**config.mk**
```make
export PLATFORM = sky130hd
export DESIGN_NAME = bitonic_sort8_pipe
export DESIGN_NICKNAME = d
export VERILOG_FILES = /design/src/rtl/bitonic_sort8_pipe.sv
export SDC_FILE = /design/constraint.sdc
export NUM_CORES = 1
export LEC_CHECK = 0
export BUFFER_PORTS_ARGS = -buffer_cell sky130_fd_sc_hd__buf_2
export CORE_MARGIN = 2
export CORE_UTILIZATION = 55
export CTS_BUF_LIST = sky130_fd_sc_hd__clkbuf_4 sky130_fd_sc_hd__clkbuf_8
export DETAILED_ROUTE_END_ITERATION = 6
export PLACE_DENSITY = 0.76
export SETUP_SLACK_MARGIN = 0.15
export SLEW_MARGIN = 10
export SYNTH_ARGS = -nofsm -noshare
export SYNTH_HDL_FRONTEND = slang
export SYNTH_SLANG_ARGS = --single-unit
```
**constraint.sdc**
```tcl
create_clock -name clk -period 2 [get_ports clk]
set_input_delay 0 -clock clk [delete_from_list [all_inputs] [get_ports clk]]
set_output_delay 0 -clock clk [all_outputs]
set_load 0.05 [all_outputs]
```
**src/rtl/bitonic_sort8_pipe.sv**
```systemverilog
// bitonic_sort8_pipe: eight-key bitonic sorting network, one register per
// compare-exchange stage (6 stages), valid/ready handshake with global stall.
//
// Parameters:
//   DATA_W     width of each key
//   SIGNED_CMP 0 = unsigned keys, 1 = two's-complement keys
// Ports:
//   clk, rst_n          clock, asynchronous active-low reset
//   in_valid/in_ready   input handshake (in_ready = advance)
//   in_data             eight keys, lane k at [k*DATA_W +: DATA_W]
//   in_desc             0 = ascending, 1 = descending (per vector)
//   out_valid/out_ready output handshake
//   out_data            sorted keys, same lane packing
//   out_desc            in_desc of the vector on out_data
module bitonic_sort8_pipe #(
    parameter int DATA_W     = 8,
    parameter int SIGNED_CMP = 0
) (
    input  logic                clk,
    input  logic                rst_n,
    input  logic                in_valid,
    output logic                in_ready,
    input  logic [8*DATA_W-1:0] in_data,
    input  logic                in_desc,
    output logic                out_valid,
    input  logic                out_ready,
    output logic [8*DATA_W-1:0] out_data,
    output logic                out_desc
);

    localparam int LANES  = 8;
    localparam int STAGES = 6;

    // Partner distance of each compare-exchange stage.
    function automatic int dist_of(input int s);
        case (s)
            0:       return 1;
            1:       return 2;
            2:       return 1;
            3:       return 4;
            4:       return 2;
            default: return 1;
        endcase
    endfunction

    // Size of the bitonic block being merged by each stage.
    function automatic int blk_of(input int s);
        case (s)
            0:       return 2;
            1:       return 4;
            2:       return 4;
            default: return 8;
        endcase
    endfunction

    // Strict greater-than; equal keys never swap.
    function automatic logic key_gt(
        input logic [DATA_W-1:0] a,
        input logic [DATA_W-1:0] b
    );
        if (SIGNED_CMP != 0) begin
            return $signed(a) > $signed(b);
        end
        return a > b;
    endfunction

    logic [DATA_W-1:0] src_d [STAGES][LANES];
    logic [DATA_W-1:0] nxt_d [STAGES][LANES];
    logic [DATA_W-1:0] d_q   [STAGES][LANES];
    logic              src_desc [STAGES];
    logic [STAGES-1:0] valid_q;
    logic [STAGES-1:0] desc_q;
    logic              advance;

    // Whole pipe moves together; it only holds when the output is stuck.
    assign advance   = out_ready | ~out_valid;
    assign in_ready  = advance;
    assign out_valid = valid_q[STAGES-1];
    assign out_desc  = desc_q[STAGES-1];

    // Stage inputs: stage 0 from the port, later stages from registers.
    for (genvar k = 0; k < LANES; k++) begin : g_in
        assign src_d[0][k] = in_data[k*DATA_W +: DATA_W];
        assign out_data[k*DATA_W +: DATA_W] = d_q[STAGES-1][k];
    end

    assign src_desc[0] = in_desc;

    for (genvar s = 1; s < STAGES; s++) begin : g_src
        assign src_desc[s] = desc_q[s-1];
        for (genvar k = 0; k < LANES; k++) begin : g_lane
            assign src_d[s][k] = d_q[s-1][k];
        end
    end

    // Compare-exchange network. Merges of 2- and 4-blocks run descending
    // on even blocks and ascending on odd ones, so the final 8-wide merge
    // sees desc-then-asc halves and runs ascending; in_desc mirrors all.
    for (genvar s = 0; s < STAGES; s++) begin : g_stage
        localparam int DIST = dist_of(s);
        localparam int BLK  = blk_of(s);
        for (genvar i = 0; i < LANES; i++) begin : g_cmp
            if ((i & DIST) == 0) begin : g_pair
                localparam logic BASE_DESC =
                    (BLK == LANES) ? 1'b0 : ((i & BLK) == 0);
                logic pair_desc;
                logic swap;
                logic [DATA_W-1:0] lo;
                logic [DATA_W-1:0] hi;

                assign lo        = src_d[s][i];
                assign hi        = src_d[s][i+DIST];
                assign pair_desc = BASE_DESC ^ src_desc[s];
                assign swap      = pair_desc ? key_gt(hi, lo)
                                             : key_gt(lo, hi);

                assign nxt_d[s][i]      = swap ? hi : lo;
                assign nxt_d[s][i+DIST] = swap ? lo : hi;
            end
        end
    end

    // Stage registers; a non-accepted input cycle enters as a bubble.
    always_ff @(posedge clk or negedge rst_n) begin
        if (!rst_n) begin
            valid_q <= '0;
            desc_q  <= '0;
            for (int s = 0; s < STAGES; s++) begin
                for (int k = 0; k < LANES; k++) begin
                    d_q[s][k] <= '0;
                end
            end
        end else if (advance) begin
            valid_q <= {valid_q[STAGES-2:0], in_valid};
            desc_q  <= {desc_q[STAGES-2:0], in_desc};
            for (int s = 0; s < STAGES; s++) begin
                for (int k = 0; k < LANES; k++) begin
                    d_q[s][k] <= nxt_d[s][k];
                end
            end
        end
    end

endmodule
```
==> run_results.csv <==
group,metric,value,unit
clock_network,cts_buffer_depth,3,
worst_hold_path,hp-class,"input pin to flip-flop",
pwr,p_per_area,2180,nW/um2
setup_path,crit_path_end_kind,"flip-flop",
yosys,synth_fp_nets,3162,
yosys,syn_area,26200,um2
setup_path,path_class,"flip-flop to flip-flop",
timing,finalHoldViolCount,0,
timing,finalSetupViolCount,193,
cells_and_area,fillers,2820,
timing,rsz0062_at_grt,"yes",
timing,worstMarginPinSlew,649,ps
outcome,status,"complete, but fails checks",
placement,routabilityCongestion,0.987,
clock_network,cts_tree,"done",
clock_network,clk_pin_slew,70,ps
floorplan,core,46800,um2
route,vias,26700,
placement,dp_hpwl,58.4,mm
global_routing,grt_pass1_wl,139,mm
global_routing,grt_overflow,0,
route,viasPerCell,6.42,
yosys,yosys_warnings,0,
floorplan,rows,79,
floorplan,dieArea,49400,um2
timing,slew_viol_final,0,
setup_path,crit_required,2560,ps
timing,worst_clock_skew,51.0,ps
global_routing,grt_usage,35.0,%
setup_path,crit_fanout,7,
outcome,violations,"setup timing",
yosys,syn_inst,2901,
global_routing,grt_max_degree,115,
job,drv_cap,0,
cells_and_area,drive_gt1_share,30.6,%
floorplan,start_util,56.0,%
yosys,ys_seq_area_share,37.9,%
clock_network,cts.sinks,396,
route,drt_wl_total,95.3,mm
clock_network,root_buffer,"clkbuf_8",
yosys,synth.distinct_cells,32,
clock_network,cts_max_level,3,
pwr,p_leak,16.8,nW
timing,period_share,115,%
pwr,irDropWorstVdd,0.00107,V
setup_path,start_kind,"flip-flop",
global_routing,antenna_found_initial,3,
yosys,avgSynthCellArea,9.02,um2
placement,port_buffers,135,
cells_and_area,syn2layout_area_growth,35.9,%
floorplan,ios,136,
global_routing,grt_pass1_vias,26900,
route,post_drt_wl_per_cell,22.9,um
timing,relSlewSlack,56.7,%
timing,period_needed,2300,ps
floorplan,die_x,222,um
timing,fmaxAchievable,0.435,GHz
cells_and_area,final_util,76.1,%
placement,pre_cts_slack,-241,ps
route,drt-initial-drc-count,2776,
timing,tns,-17440,ps
route,drtAntennaViolNets,0,
timing,setup_slack,-299,ps
route,first_pass_iters,6,
route,drc,0,
cells_and_area,nets,3759,
clock_network,cts_buffers,72,
clock_network,insertion_delay,680,ps
floorplan,fp.dieH,222,um
setup_path,worstPathArrival,2860,ps
yosys,ys_ff_latch,396,
[kinds of logic (layout without fill, tap and decap cells)]
group / after synthesis / in the layout / synth area share, %
muxes: 384 / 384 / 14.7
other: 0 / 2 / 0
adders and majority gates: 192 / 192 / 9.18
buffers and inverters: 383 / 1035 / 6.02
and+or+nand+nor: 539 / 539 / 10.6
DFF: 396 / 396 / 37.9
AOI/OAI and AO/OA: 1007 / 1007 / 21.7
[cells in the mapped netlist]
cell,n,area [um2]
buf_6,7,78.8
inv_2,1,3.75
and2_1,192,1200
inv_1,204,766
a221oi_2,7,105
nand2_1,43,161
buf_2,48,240
a211o_1,17,149
o311a_1,6,60.1
buf_1,11,41.3
a311oi_1,7,61.3
and3_4,7,78.8
a21oi_1,826,4130
o21ai_0,24,120
nand3_1,7,35.0
a41oi_1,6,52.6
dfrtp_1,396,9910
buf_4,7,52.6
a21o_1,25,188
nor2b_1,25,156
nand4_1,48,300
nor2_1,210,788
mux2i_1,384,3840
a211oi_1,29,218
o21ai_1,6,30.0
o211a_1,11,110
nand2b_1,7,43.8
o211ai_1,30,225
o311ai_4,6,158
ha_1,192,2400
a311o_1,7,70.1
clkbuf_1,105,394
[worst max-delay path, cell delays in order, from the launching register on]
cell      delay, ps
dfrtp_1         410
inv_1           150
ha_1            230
nor2b_4          50
o211ai_1        340
a21oi_2         150
buf_4           180
o311ai_4        290
buf_12          180
mux2i_1         210
[metrics by stage]
step / std cells / instance area [um2] / hold WS, ps / total power, mW
after detailed placement: 3757 / 29600 / 17.7 / 56.3
after global routing: 4161 / 35600 / 123 / 81.2
after global placement: 3757 / 29600 / 16.7 / 54.3
final: 4162 / 35600 / 86.2 / 77.5
after floorplan: 2901 / 26300 / -296 / 42.3
after CTS: 4084 / 34100 / 292 / 70.9
[timing repair]
| action | 4_1_cts | 5_1_grt |
|---|---|---|
| endpoints found under the hold margin | 478 | 0 |
| pin swaps | 122 | 113 |
| cloned | 15 | 6 |
| gates resized for setup | 243 | 163 |
| endpoints found under the setup margin | 321 | 374 |
| buffers inserted | 113 | 70 |
| hold buffers | 70 | 0 |
[path summary, 6_finish.rpt]
check	end	slack, ps	cells past startpoint	startpoint
worst max-delay path	g_stage[2].g_cmp[2].g_pair.lo[1]	-300	9	g_stage[1].g_cmp[0].g_pair.lo[0]
worst min-delay path	g_stage[1].g_cmp[4].g_pair.hi[5]	90	6	in_data[61]
worst max register to register	g_stage[2].g_cmp[2].g_pair.lo[1]	-300	9	g_stage[1].g_cmp[0].g_pair.lo[0]
worst min register to register	valid_q[5]	470	1	valid_q[4]
max in group asynchronous	g_stage[1].g_cmp[0].g_pair.lo[7]	670	4	rst_n
min in group asynchronous	out_data[49]	470	3	rst_n
[state kept, by name (all words and copies together) (netlist names)]
signal	cells
out_data	64
g_stage.g_cmp.g_pair.lo	160
desc_q	6
g_stage.g_cmp.g_pair.hi	160
valid_q	6
[routing by layer]
layer  vias to the layer above  track usage, %  share of wire, %
met4                         2            24.9               8.6
met3                       601            5.42               7.3
met2                      1658            60.4                48
met1                     12900            39.6                36
met5                         -               0             0.014
li1                      11600               -                 -
[report_power, final]
part	total (mW)	switching, mW	internal, mW	leakage, nW
clock	8.51	3.70	4.81	0.854
sequential	15.6	3.58	12.1	4.89
combinational	53.4	28.4	25.0	11.1
[cells in the final DEF, fill, tap and decap left out, types with 25 or more instances in the layout]
master         count
a21oi_1          814
buf_4            420
dfrtp_1          381
mux2i_1          360
nor2_1           202
and2_1           192
buf_2            133
inv_1            124
clkbuf_8         105
ha_1             103
ha_4              85
inv_2             80
dlygate4sd3_1     69
nand4_1           48
nand2_1           43
buf_6             33
buf_12            31
o211ai_1          30
a21o_1            25
[layout make-up]
type	instances	area (um2)	share of cell area, %
Antenna cell	2	5.00	0.0141
Clock buffer	116	1520	4.28
Tap cell	607	759	2.13
Timing Repair Buffer	701	5870	16.5
Inverter	205	772	2.17
Sequential cell	396	9930	27.9
Clock inverter	13	68.8	0.193
Multi-Input combinational cell	2122	16700	46.8
Power figures use the tool's default switching activity.
